--- config.mk ---
export PLATFORM = sky130hd
export DESIGN_NAME = alu_arbiter
export DESIGN_NICKNAME = d
export VERILOG_FILES = /design/src/rtl/alu_pkg.sv /design/src/rtl/rr_arbiter.sv /design/src/rtl/alu_arbiter.sv
export SDC_FILE = /design/constraint.sdc
export NUM_CORES = 1
export LEC_CHECK = 0
export CORE_AREA = 2 2 94 51
export CTS_CLUSTER_DIAMETER = 50
export DETAILED_ROUTE_END_ITERATION = 10
export DIE_AREA = 0 0 96 53
export HOLD_SLACK_MARGIN = 0.05
export PLACE_DENSITY = 0.81
export SETUP_SLACK_MARGIN = 0.15
export SYNTH_ARGS = -nofsm -noshare
export SYNTH_HDL_FRONTEND = slang
export SYNTH_HIERARCHICAL = 1
export SYNTH_SLANG_ARGS = --single-unit
--- constraint.sdc ---
create_clock -name clk -period 1.8 [get_ports clk]
set_clock_uncertainty 0.1 [all_clocks]
set_input_delay 0.36 -clock clk [delete_from_list [all_inputs] [get_ports clk]]
set_output_delay 0.36 -clock clk [all_outputs]
set_load 0.03 [all_outputs]
--- src/rtl/alu_pkg.sv ---
// alu_pkg
// Shared defaults and FSM state encoding for the ALU arbiter slice.
//   ALU_DATA_W : default operand/result width
//   ALU_SEL_W  : default ALU operation-select width
//   state_e    : arbiter FSM states
package alu_pkg;

  localparam int ALU_DATA_W = 8;
  localparam int ALU_SEL_W  = 4;

  typedef enum logic [1:0] {
    ST_IDLE = 2'd0,
    ST_EXEC = 2'd1,
    ST_RESP = 2'd2
  } state_e;

endpackage

--- src/rtl/rr_arbiter.sv ---
// rr_arbiter
// Round-robin selector over N_REQ request lines. The requester after the
// last accepted one has highest priority; after reset requester 0 does.
// Ports:
//   clk, rst_n : clock, async active-low reset
//   req        : request vector
//   accept     : the current grant is taken this cycle (advances pointer)
//   grant      : one-hot grant (all zero when no request)
module rr_arbiter #(
  parameter int N_REQ = 2
) (
  input  logic             clk,
  input  logic             rst_n,
  input  logic [N_REQ-1:0] req,
  input  logic             accept,
  output logic [N_REQ-1:0] grant
);

  localparam int IDX_W = (N_REQ > 1) ? $clog2(N_REQ) : 1;

  logic [IDX_W-1:0] ptr_q, ptr_d;
  logic [N_REQ-1:0] mask_hi;
  logic [N_REQ-1:0] req_hi;
  logic [N_REQ-1:0] pick;
  logic [IDX_W-1:0] idx_or [N_REQ+1];
  logic [IDX_W-1:0] grant_idx;

  // Requests at or above the pointer win first; otherwise wrap to the
  // full vector. The lowest set bit of the chosen vector is the grant.
  for (genvar g = 0; g < N_REQ; g++) begin : g_mask
    assign mask_hi[g] = (IDX_W'(g) >= ptr_q);
    assign idx_or[g+1] = idx_or[g] | (grant[g] ? IDX_W'(g) : '0);
  end
  assign idx_or[0]  = '0;
  assign grant_idx  = idx_or[N_REQ];

  assign req_hi = req & mask_hi;
  assign pick   = (|req_hi) ? req_hi : req;
  assign grant  = pick & (~pick + N_REQ'(1));

  always_comb begin
    ptr_d = ptr_q;
    if (accept && (|grant)) begin
      ptr_d = (grant_idx == IDX_W'(N_REQ - 1)) ? '0 : grant_idx + IDX_W'(1);
    end
  end

  always_ff @(posedge clk or negedge rst_n) begin
    if (!rst_n) ptr_q <= '0;
    else        ptr_q <= ptr_d;
  end

endmodule

--- src/rtl/alu_arbiter.sv ---
// alu_arbiter
// Shares one external combinational ALU between N_REQ requesters. A winner
// is picked round-robin in IDLE, its operands are registered to the ALU,
// the result is captured one cycle later and held until the winner takes it.
// Ports:
//   req_valid/req_ready        : per-requester request / accept strobe
//   req_a/req_b/req_sel        : packed per-requester operands, slice i = req i
//   rsp_valid/rsp_ready        : per-requester response handshake
//   rsp_data/rsp_carry         : registered ALU result
//   alu_a/alu_b/alu_sel        : registered operands to the shared ALU
//   alu_out/alu_carry          : shared ALU result
//   busy                       : FSM not in IDLE
//
// state   | meaning
// IDLE    | waiting for any request; grants winner and loads ALU operands
// EXEC    | ALU evaluating; result captured at end of cycle
// RESP    | result presented to winner until its rsp_ready
module alu_arbiter
  import alu_pkg::*;
#(
  parameter int DATA_W = ALU_DATA_W,
  parameter int SEL_W  = ALU_SEL_W,
  parameter int N_REQ  = 2
) (
  input  logic                    clk,
  input  logic                    rst_n,
  input  logic [N_REQ-1:0]        req_valid,
  output logic [N_REQ-1:0]        req_ready,
  input  logic [N_REQ*DATA_W-1:0] req_a,
  input  logic [N_REQ*DATA_W-1:0] req_b,
  input  logic [N_REQ*SEL_W-1:0]  req_sel,
  output logic [N_REQ-1:0]        rsp_valid,
  input  logic [N_REQ-1:0]        rsp_ready,
  output logic [DATA_W-1:0]       rsp_data,
  output logic                    rsp_carry,
  output logic [DATA_W-1:0]       alu_a,
  output logic [DATA_W-1:0]       alu_b,
  output logic [SEL_W-1:0]        alu_sel,
  input  logic [DATA_W-1:0]       alu_out,
  input  logic                    alu_carry,
  output logic                    busy
);

  state_e             state_q, state_d;
  logic [N_REQ-1:0]   winner_q, winner_d;
  logic [DATA_W-1:0]  alu_a_q, alu_a_d;
  logic [DATA_W-1:0]  alu_b_q, alu_b_d;
  logic [SEL_W-1:0]   alu_sel_q, alu_sel_d;
  logic [DATA_W-1:0]  rsp_data_q, rsp_data_d;
  logic               rsp_carry_q, rsp_carry_d;

  logic [N_REQ-1:0]   grant;
  logic               accept;

  // One-hot grant turns the operand mux into an AND-OR chain.
  logic [DATA_W-1:0]  a_or   [N_REQ+1];
  logic [DATA_W-1:0]  b_or   [N_REQ+1];
  logic [SEL_W-1:0]   sel_or [N_REQ+1];

  assign a_or[0]   = '0;
  assign b_or[0]   = '0;
  assign sel_or[0] = '0;
  for (genvar g = 0; g < N_REQ; g++) begin : g_mux
    assign a_or[g+1]   = a_or[g]   | (req_a[g*DATA_W +: DATA_W] & {DATA_W{grant[g]}});
    assign b_or[g+1]   = b_or[g]   | (req_b[g*DATA_W +: DATA_W] & {DATA_W{grant[g]}});
    assign sel_or[g+1] = sel_or[g] | (req_sel[g*SEL_W +: SEL_W] & {SEL_W{grant[g]}});
  end

  assign accept = (state_q == ST_IDLE) && (|req_valid);

  rr_arbiter #(.N_REQ(N_REQ)) u_rr (
    .clk    (clk),
    .rst_n  (rst_n),
    .req    (req_valid),
    .accept (accept),
    .grant  (grant)
  );

  always_comb begin
    state_d     = state_q;
    winner_d    = winner_q;
    alu_a_d     = alu_a_q;
    alu_b_d     = alu_b_q;
    alu_sel_d   = alu_sel_q;
    rsp_data_d  = rsp_data_q;
    rsp_carry_d = rsp_carry_q;
    req_ready   = '0;
    rsp_valid   = '0;
    unique case (state_q)
      ST_IDLE: begin
        if (accept) begin
          req_ready = grant;
          winner_d  = grant;
          alu_a_d   = a_or[N_REQ];
          alu_b_d   = b_or[N_REQ];
          alu_sel_d = sel_or[N_REQ];
          state_d   = ST_EXEC;
        end
      end
      ST_EXEC: begin
        rsp_data_d  = alu_out;
        rsp_carry_d = alu_carry;
        state_d     = ST_RESP;
      end
      ST_RESP: begin
        rsp_valid = winner_q;
        // Only the winner's rsp_ready can release the response.
        if (|(rsp_ready & winner_q)) state_d = ST_IDLE;
      end
      default: state_d = ST_IDLE;
    endcase
  end

  always_ff @(posedge clk or negedge rst_n) begin
    if (!rst_n) begin
      state_q     <= ST_IDLE;
      winner_q    <= '0;
      alu_a_q     <= '0;
      alu_b_q     <= '0;
      alu_sel_q   <= '0;
      rsp_data_q  <= '0;
      rsp_carry_q <= 1'b0;
    end else begin
      state_q     <= state_d;
      winner_q    <= winner_d;
      alu_a_q     <= alu_a_d;
      alu_b_q     <= alu_b_d;
      alu_sel_q   <= alu_sel_d;
      rsp_data_q  <= rsp_data_d;
      rsp_carry_q <= rsp_carry_d;
    end
  end

  assign alu_a     = alu_a_q;
  assign alu_b     = alu_b_q;
  assign alu_sel   = alu_sel_q;
  assign rsp_data  = rsp_data_q;
  assign rsp_carry = rsp_carry_q;
  assign busy      = (state_q != ST_IDLE);

endmodule

# Yosys cells after proc, flatten, opt, wreduce, memory -nomap -nowiden
# Cells that the tools add are included.
[totals]
in_bits = 55
mem_bits_ro = 0
register_bits = 34
out_inout_bits = 34
word_cells = 48
n_memories = 0
latchBits = 0
mem_bits_rw = 0
[op_classes]
reduce_logical = 10
div_mod_pow = 0
n_eq_ne = 4
order_cmp = 2
n_bitwise = 13
n_addsub = 2
n_mux = 9
n_mul = 0
n_shift = 0
[op_table]
columns = ["operator", "n"]
rows = [
  ["$and 8x8->8", 4],
  ["$or 8x8->8", 2],
  ["$mux 2", 6],
  ["$and 4x4->4", 2],
  ["$reduce_or 2->1", 4],
  ["$and 2x2->2", 3],
  ["$pmux 2 s3", 1],
  ["$or 4x4->4", 1],
  ["$reduce_and 2->1", 2],
  ["$add 2x1->2 const B", 1],
  ["$eq 2x1->1 const B", 1],
  ["$eq 2x2->1 const B", 1],
  ["$ge 1x1->1 const A", 2],
  ["$logic_and 1x1->1", 2],
  ["$logic_not 2->1", 1],
  ["$mux 1", 2],
  ["$ne 2x1->1 const B", 1],
  ["$ne 2x2->1 const B", 1],
  ["$not 2->2", 1],
  ["$reduce_bool 2->1", 1],
  ["$add 1x1->1 const B", 1],
]

# Longest topological paths before layout
# Gate-level depths: netlist (run 1).
[logic_depth]
ltp_word = 10
depth_mapped = 6

# Modules after synthesis
# Netlist (run 1), hierarchy kept.
[by_module_without_submodules]
columns = ["module", "seq_area_each_um2", "area_per_inst_um2", "n_inst", "cells_each"]
rows = [
  ["alu_arbiter", 825.8, 1477.7, 1, 105],
  ["rr_arbiter", 25.0, 62.6, 1, 7],
]

# Worst setup path after synthesis (run 1)
# No wires, ideal clock.
[synth_path]
kind = "flip-flop to output port"
start = "register state_q[0]"
end = "output port req_ready[0]"
path_buffers = 1
t_arrival_ns = 1.334
stages_incl_launch_ff = 5
path_slack_ns = 0.006
cell_sequence = "dfrtp_1 > or2_4 > nor2_4 > buf_6 > and2_1"
[synth_via]
elab_chain_cells = 4
[synth_lines]
columns = ["element", "line", "rtl"]
rows = [
  ["from (decl)", "alu_arbiter.sv:44", "state_e state_q, state_d;"],
  ["from (signal assigned)", "alu_arbiter.sv:124", "state_q <= state_d;"],
  ["$logic_not 2->1", "alu_arbiter.sv:69", "assign accept = (state_q == ST_IDLE) && (|req_valid);"],
  ["$logic_and 1x1->1", "alu_arbiter.sv:69", ""],
  ["via accept", "alu_arbiter.sv:53", "logic accept;"],
  ["$mux 2", "alu_arbiter.sv:91", "if (accept) begin"],
  ["$mux 2", "alu_arbiter.sv:89", "unique case (state_q)"],
  ["to (decl)", "alu_arbiter.sv:28", "output logic [N_REQ-1:0] req_ready,"],
]
# The timed path passes the listed nets, and every way through them passes these cells.

# Final worst setup path (run 1)
[layout_path]
start = "register state_q[0]"
end = "output port req_ready[0]"
[layout_via]
elab_chain_cells = 4
[layout_lines]
columns = ["element", "line"]
rows = [
  ["$logic_not 2->1 (*)", "alu_arbiter.sv:69, alu_arbiter.sv:89"],
  ["$logic_and 1x1->1", "alu_arbiter.sv:69"],
  ["$mux 2", "alu_arbiter.sv:91"],
  ["$mux 2 (*)", "alu_arbiter.sv:89"],
]
# Every way passes the cells marked *; elsewhere a longest branch is shown, timed or not.

==> run metrics, run 1 <==
Gate Count Post-Synth=112; All-Layer GR Usage=16.4%; Max rail drop VDD=0.724 mV; Worst setup EP type=output pin; hold_ws=43.6 ps; Final min period=1790 ps; WS Path Type=reg -> out; final core utilization=62.4%; DP Area=0.00249 mm²; Clock Latency Late Sink=approximately 280 ps; leakage power=1.23 nW; P_sw=0.00177 W; fmax=558 MHz; Post-Synth XOR/XNOR Area=0%; Hold Buf Count CTS=0; Layout Area Growth over Synthesis=71.5%; number of global-route vias before repair=between 1000 and 1500; DR vias=1274; unrepaired setup endpoints after global routing=yes; outcome=finished clean; required time of the critical path=1340 ps; DPL Wire Length=3030 µm; die width=approximately 96 µm; mean post-synth cell area=13.8 µm²; Final Hold Viols=0; crit share post-route=99.6%; Netlist Area Pre-Place=0.00154 mm²; Mapped Nets=167; post-synthesis compound-gate area fraction=13.1%; DR pass1 iterations=4; Final #Nets=266; largest family of logic cells by synthesized area=multiplexers; Simple-Gate Fraction of Synth Area=5.52%; layout cells sized above 1=29.9%; Routed WL=3990 µm; combinational power share=57.9%; worst setup margin=~6.4 ps; boundary pin count=89; Post-Synth Adder-Cell Area=0%; sw frac=40.4%; iteration-0 DRC count of the detailed router=30; design internal power=0.00261 W; Final setup violation count=0; Max-slew headroom=50.7%; Crit Path Max Fanout=4; CTS Buf Count=5; most frequent cells in the layout=clkdlybuf4s50_1 (51), dfrtp_1 (34), dlygate4sd2_1 (32), mux2_2 (31), a22o_1 (20); clock transition at the registers of the reported paths=approximately 60 ps; HP Class=in -> async; antenna violations before repair=0; RePlAce Congestion=0.698; library cells used by synthesis=20; register area share after synthesis=55.2%; Via-to-Cell Ratio=~4.8; fillers=350; Worst Tran Pin Value=740 ps; CP max stage delay=380 ps; Cell Rows=17; Clock Power Share=11.7%; MaxCap Viol Count=0; final instance area=0.00264 mm²; Die ar.=0.00509 mm²; mux cell area share after synthesis=22.7%; synth warn=6; H-tree lvl count=2; commonest non-fill, non-tap cell in the layout=clkdlybuf4s50_1; Place WS=-192 ps; Pwr per Cell Area=~1700 mW/mm²; crit path launch type=flip-flop; Routed Antenna Nets=0; Reg power frac=a little under a third; antenna fix cells=0; global route total overflow=0; drt wl/cell=14.9 µm; Clock Tree Root=clkbuf_8; CP max-delay cell=dfrtp_1; TritonCTS clock tree=built; Max Slew Vio Count=0; Initial Util=36.4%; Seq cells post-synth=34; PortBufs=88; crit-path cells=or2_4, nor2_4, and2_4, buf_6; crit path DAT=1330 ps; Vert. Die Dim=53 µm; first-pass GRT wire length=6140 µm; core area=0.00423 mm²; clk sinks=34; # DRC=0; Clock Tree Buf Depth=2; reg2reg path depth=6; largest net degree at the start of global routing=35
[cell families (layout without fill, tap and decap cells)]
logic type             after synthesis  in the layout
DFF                                 34             34
AOI/OAI and AO/OA                   24             24
buffers and inverters                9            108
and+or+nand+nor                     14             14
muxes                               31             31
[state kept, by name, summed over array words and instances, names as in the netlist]
register,count
alu_a,8
alu_b,8
alu_sel,4
rsp_carry,1
rsp_data,8
state_q,2
u_rr/ptr_q,1
winner_q,2
[cell usage after synthesis]
library cell  count  area share [%]
buf_6             2             1.5
nor2_1            2            0.49
a31oi_1           1            0.41
a21boi_0          1            0.49
and2b_2           1            0.57
nand2_1           3            0.73
clkbuf_1          4            0.97
or2b_1            1            0.49
nand3_1           1            0.32
or2_4             1            0.57
a21boi_1          1            0.49
a22o_1           20              11
buf_4             1            0.49
mux2_2           31              23
a21oi_1           1            0.32
inv_1             1            0.24
buf_2             1            0.32
and2_1            4             1.6
nor2_4            1            0.73
dfrtp_1          34              55
[critical path, delay by kind of cell, from the launching register on]
kind | cells | cell delay [ps]
buffers and inverters | 1 | 120
flip-flops | 1 | 380
AND/OR/NAND/NOR | 3 | 560
[metal layers]
| metal | wire length, µm | track usage [%] |
|---|---|---|
| met5 | 0 | 0 |
| met4 | 50 | 5.71 |
| met3 | 238 | 5.70 |
| met2 | 1910 | 26.3 |
| met1 | 1800 | 20.8 |
[stage by stage]
step | std cells | power [W] | TNS, ps
final | 268 | 0.00437 | 0
after global routing | 268 | 0.00462 | -116
after CTS | 265 | 0.00430 | -43.1
after detailed placement | 256 | 0.00392 | -4060
after global placement | 256 | 0.00387 | -3460
after floorplan | 112 | 0.00289 | 0
[what timing repair did]
action / CTS / global route
gates cloned: 0 / 1
setup buffers: 2 / 2
endpoints found under the hold margin: 0 / 0
gates resized for setup: 42 / 4
endpoints found under the setup margin: 55 / 26
pin swaps: 1 / 3
[power groups by stage]
stage | registers [W] | clock network [W] | logic, W
floorplan | 0.00195 | 0 | 0.000940
global placement | 0.00133 | 0 | 0.00254
detailed placement | 0.00135 | 0 | 0.00257
CTS | 0.00133 | 0.000530 | 0.00244
global route | 0.00138 | 0.000575 | 0.00267
finish | 0.00133 | 0.000514 | 0.00253
[final cells by class]
| class | instances | area, µm² | area share [%] |
|---|---|---|---|
| multi-input combinational | 69 | 671 | 25.4 |
| sequential | 34 | 851 | 32.2 |
| inverter | 1 | 3.75 | 0.142 |
| clock buffer | 7 | 76.3 | 2.89 |
| timing repair buffer | 100 | 968 | 36.7 |
| tap | 57 | 71.3 | 2.70 |
[worst paths after layout]
| check | start | end | slack (ps) |
|---|---|---|---|
| min in group clk | alu_a[3]$_DFFE_PN0P_ | alu_a[3]$_DFFE_PN0P_ | 400 |
| min reg2reg | alu_a[3]$_DFFE_PN0P_ | alu_a[3]$_DFFE_PN0P_ | 400 |
| max reg2reg | state_q[0]$_DFFE_PN0P_ | alu_b[7]$_DFFE_PN0P_ | 120 |
| min | rst_n | rsp_carry$_DFFE_PN0N_ | 40 |
| max | state_q[0]$_DFFE_PN0P_ | req_ready[0] | 6 |
| max in group asynchronous | rst_n | alu_b[5]$_DFFE_PN0P_ | 1090 |
No activity file was read; power rests on OpenSTA's default activity.
==> run 2, diff against run 1 <==
Settings changed: RECOVER_POWER set to 25, SLEW_MARGIN set to 40.
==> run metrics, run 2 (synthesized netlist as in run 1, its figures left out) <==
Routed Antenna Nets=0; die width=96 µm; TritonCTS clock tree=built; commonest non-fill, non-tap cell in the layout=clkdlybuf4s50_1; fillers=348; first-pass GRT wire length=6140 µm; Crit Path Max Fanout=4; global route total overflow=0; final instance area=0.00265 mm²; crit path launch type=flip-flop; Final setup violation count=0; All-Layer GR Usage=16.4%; clock transition at the registers of the reported paths=about 60 ps; Worst setup EP type=output pin; # DRC=0; GRT met3 Usage=5.70%; Max-slew headroom=a little under half; Worst Hold Depth=1; Pwr per Cell Area=1650 mW/mm²; reg2reg path depth=6; met1 Use GR=20.8%; Critical R2R Capture=alu_b[7]$_DFFE_PN0P_; Hold Crit Start=alu_a[3]$_DFFE_PN0P_; Cell Rows=17; Clock Latency Late Sink=approximately 280 ps; Clock Tree Buf Depth=2; FF/Latch Area=851 µm²; RePlAce Congestion=0.698; unrepaired setup endpoints after global routing=yes; DR vias=approximately 1300; Die ar.=0.00509 mm²; boundary pin count=89; most frequent cells in the layout=clkdlybuf4s50_1 (51), dfrtp_1 (34), dlygate4sd2_1 (32), mux2_2 (31), a22o_1 (20); Routed WL=between 3000 and 4000 µm; Final #Nets=267; antenna fix cells=0; Worst Tran Pin Value=822 ps; Final Hold Viols=0; DPL Wire Length=around 3000 µm; MaxCap Viol Count=0; worst setup margin=6.38 ps; global route hottest layer=met2; H-tree lvl count=2; fmax=558 MHz; WS Path Type=reg -> out; layout cells sized above 1=29.7%; Initial Util=36.4%; Min-Delay Endpoint=alu_a[3]$_DFFE_PN0P_; RR Startpoint=state_q[0]$_DFFE_PN0P_; Final min period=1790 ps; PortBufs=88; core area=0.00423 mm²; largest net degree at the start of global routing=35; clk sinks=34; drt wl/cell=14.8 µm; Clock Tree Root=clkbuf_8; Max rail drop VDD=approximately 0.72 mV; leakage power=1.23 nW; antenna violations before repair=0; number of global-route vias before repair=1304; Setup TNS Final=0 ps; Via-to-Cell Ratio=4.75; CTS Buf Count=5; Vert. Die Dim=53 µm; Reg2Reg Setup Slack=120 ps; DR pass1 iterations=4; outcome=finished clean; Place WS=-192 ps; iteration-0 DRC count of the detailed router=30; DP Area=about 0.0025 mm²; HP Class=reg -> reg; Layout Area Growth over Synthesis=72.1%; required time of the critical path=1340 ps; met2 usage=26.3%; crit path DAT=1330 ps; Max Slew Vio Count=0; Multi-input gate area=671 µm²; crit share post-route=99.6%; hold_ws=a little under 400 ps
-- run 2: cell count changes in the layout (fill, tap and decap cells not counted), sizes merged --
cell / before / now
buf: 16 / 15
clkbuf: 8 / 9
dlygate4sd3: 0 / 1
-- run 2: area by class of cell --
type,instances,area share [%]
flip-flops and latches,34,32.1
well taps,57,2.69
multi-input cells,69,25.3
clock buffers,7,2.88
repair buffers,101,36.9
inverters,1,0.142
-- run 2: how the worst max path moves through the flow --
stage,to,start,cells after the start
after global placement,alu_b[5]$_DFFE_PN0P_,req_valid[0],5
after global routing,req_ready[0],state_q[0]$_DFFE_PN0P_,4
after floorplan,req_ready[0],state_q[0]$_DFFE_PN0P_,4
after CTS,req_ready[0],state_q[0]$_DFFE_PN0P_,4
final,req_ready[0],state_q[0]$_DFFE_PN0P_,4
after detailed placement,alu_b[5]$_DFFE_PN0P_,req_valid[1],5
-- run 2: routing by layer --
metal / vias up / wire, µm / share of wire (%)
met5: - / 0 / 0
met4: 0 / 50 / 1.3
met3: 5 / 238 / 6.0
met2: 41 / 1900 / 48
met1: 623 / 1800 / 45
li1: 609 / - / -
-- run 2: what timing repair did --
action / in CTS / in global routing
hold endpoints to repair: 0 / 34
endpoints found under the setup margin: 55 / 26
resized for setup: 42 / 4
buffers inserted: 2 / 2
hold buffers: 0 / 1
pin swaps: 1 / 3
gates cloned: 0 / 1
-- run 2: power by group --
part           switching, W  internal [W]
Sequential         0.000188       0.00114
Combinational       0.00133       0.00120
Clock              0.000248      0.000266
-- run 2: worst max-delay path: stages, from the launching register on --
cell	delay, ps
dfrtp_1	380
or2_4	280
nor2_4	120
and2_4	160
buf_6	120
-- run 2: stage by stage --
stage / power (W) / util (%) / std cells
floorplan: 0.00289 / - / 112
global placement: 0.00387 / 58.9 / 256
detailed placement: 0.00392 / 58.9 / 256
CTS: 0.00430 / 61.1 / 265
global route: 0.00462 / 62.6 / 269
finish: 0.00437 / 62.6 / 269
==> RTL change, RTL diff (config.mk and constraints of run 1) <==
Change the package constant `ALU_SEL_W` from 4 to 5.
--- a/src/rtl/alu_pkg.sv
+++ b/src/rtl/alu_pkg.sv
@@ -8,3 +8,3 @@
   localparam int ALU_DATA_W = 8;
-  localparam int ALU_SEL_W  = 4;
+  localparam int ALU_SEL_W  = 5;
 
Interface: changed (resized alu_sel and req_sel); port bits go from 89 to 92. No check against the original RTL was run, so the function may have changed too.
==> RTL change against run 1 <==
  * The flow now finishes with violations (setup timing)
  * Clock power increased by 44%
  * Cell count increased by 4.5%
  * Synthesized area increased by 3.4%
  * Die area unchanged
  * Setup slack got worse by 0.013 ns
  * Sequential share of layout area decreased by 2.0 points
  * Sequential cell count increased by 1
  * Power increased by 15%
  * Routed wire length increased by 19%
  * Cell area increased by 9.8%
  * Critical path depth unchanged
  * Highest routed layer unchanged
==> RTL change: results (changes against run 1) <==
[detailed_routing]
wire_per_inst_microns = 17.0  ; was 14.9 microns
drt-met1-wl_microns = 2300  ; was 1800 microns
dr_wl_met3_microns = 152  ; was 238 microns
met2_length_microns = 2270  ; was 1910 microns
viasPerCell = 4.73  ; was 4.75

[layout]
final_nets = 279  ; was 266

[pwr]
power_leakage_nw = 1.37  ; was 1.23 nW
cellInternalPower_mw = 3.04  ; was 2.61 mW
peakVddDrop_mv = 0.708  ; was 0.724 mV
powerClk_mw = 0.740  ; was 0.514 mW

[logic_synthesis]
ys_top_cells_by_area = dfrtp_1 55%, mux2_1 16%, a22o_1 12%  ; was dfrtp_1 55%, mux2_2 23%, a22o_1 11%
ys_seq_area_frac = 0.550  ; was 0.552
muxShareOfSynthArea = 0.226  ; was 0.227
synth_compound_area_frac = 0.132  ; was 0.131
syn_nets = 172  ; was 167
ys_types = 22  ; was 20
synthTopCellsByCount = 35 x dfrtp_1, 22 x mux2_1, 21 x a22o_1  ; was 34 x dfrtp_1, 31 x mux2_2, 20 x a22o_1

[global_routing]
grt_max_degree = 36  ; was 35
met3_usage = 0.0285  ; was 0.0570
grt_pass1_wl_microns = 7160  ; was 6140 microns
use_met2 = 0.326  ; was 0.263
grtUsageMet1 = 0.260  ; was 0.208
grt_pass1_vias = 1412  ; was 1,304
grt_use_total = 0.195  ; was 0.164

[sta]
finalWorstSetupSlack_ns = -0.00685  ; was 0.00637 ns
setup_viol = 1  ; was 0
whs_ns = 0.335  ; was 0.0436 ns

[worst_setup_path]
path_delay_family = flip-flops  ; was simple AND/OR/NAND/NOR gates
critical-path-max-stage-delay_ns = 0.45  ; was 0.38 ns
crit_start = u_rr/ptr_q  ; was state_q[0]
rrSetupSlack_ns = 0.09  ; was 0.12 ns
r2r-start = state_q[1]  ; was state_q[0]
regToRegEndpoint = u_rr/ptr_q  ; was alu_b[7]
r2r_cells = 8  ; was 6
crit_end = req_ready[1]  ; was req_ready[0]
cp.arrival_ns = 1.35  ; was 1.33 ns

[status]
outcome = finished with violations  ; was completed
violations = setup timing

[placed_design]
gp_congestion = 0.794  ; was 0.698
portBuffers = 91  ; was 88
preCtsSetupSlack_ns = -0.219  ; was -0.192 ns
dpl.hpwl_microns = 3450  ; was 3030 microns

[hold_path]
hp-class = in2async  ; unchanged

[clock_tree]
cts_root_buf = clkbuf_8  ; unchanged
clkTransAtPathRegs_ns = 0.08  ; was 0.06 ns
cts_setup_buffers = 4  ; was 2

==> RTL change: stage by stage <==
step	setup TNS, ns	cell area, sq um	total power [mW]	utilization	cells
global placement	-4.15	2610	3.94	0.616	264
CTS	-0.000104	2770	4.63	0.653	276
global route	-0.235	2900	5.30	0.685	280
detailed placement	-4.66	2610	3.99	0.616	264
finish	-0.00685	2900	5.02	0.685	280
floorplan	0	1600	2.90	-	115
==> RTL change: area by class of cell <==
type | count | area (sq um)
fillers | 327 | 1330
well taps | 57 | 71.3
inverters | 1 | 3.75
repair buffers | 108 | 1070
multi-input cells | 71 | 759
clock buffers | 6 | 82.6
clock inverters | 2 | 35.0
flip-flops and latches | 35 | 876
==> RTL change: worst reg2reg max path, cell delays in order (launching register included) <==
cell	delay, ns
dfrtp_1	0.39
or2_4	0.29
nor2_8	0.10
buf_4	0.12
buf_8	0.13
buf_6	0.12
buf_4	0.11
a21oi_1	0.07
a31oi_1	0.19
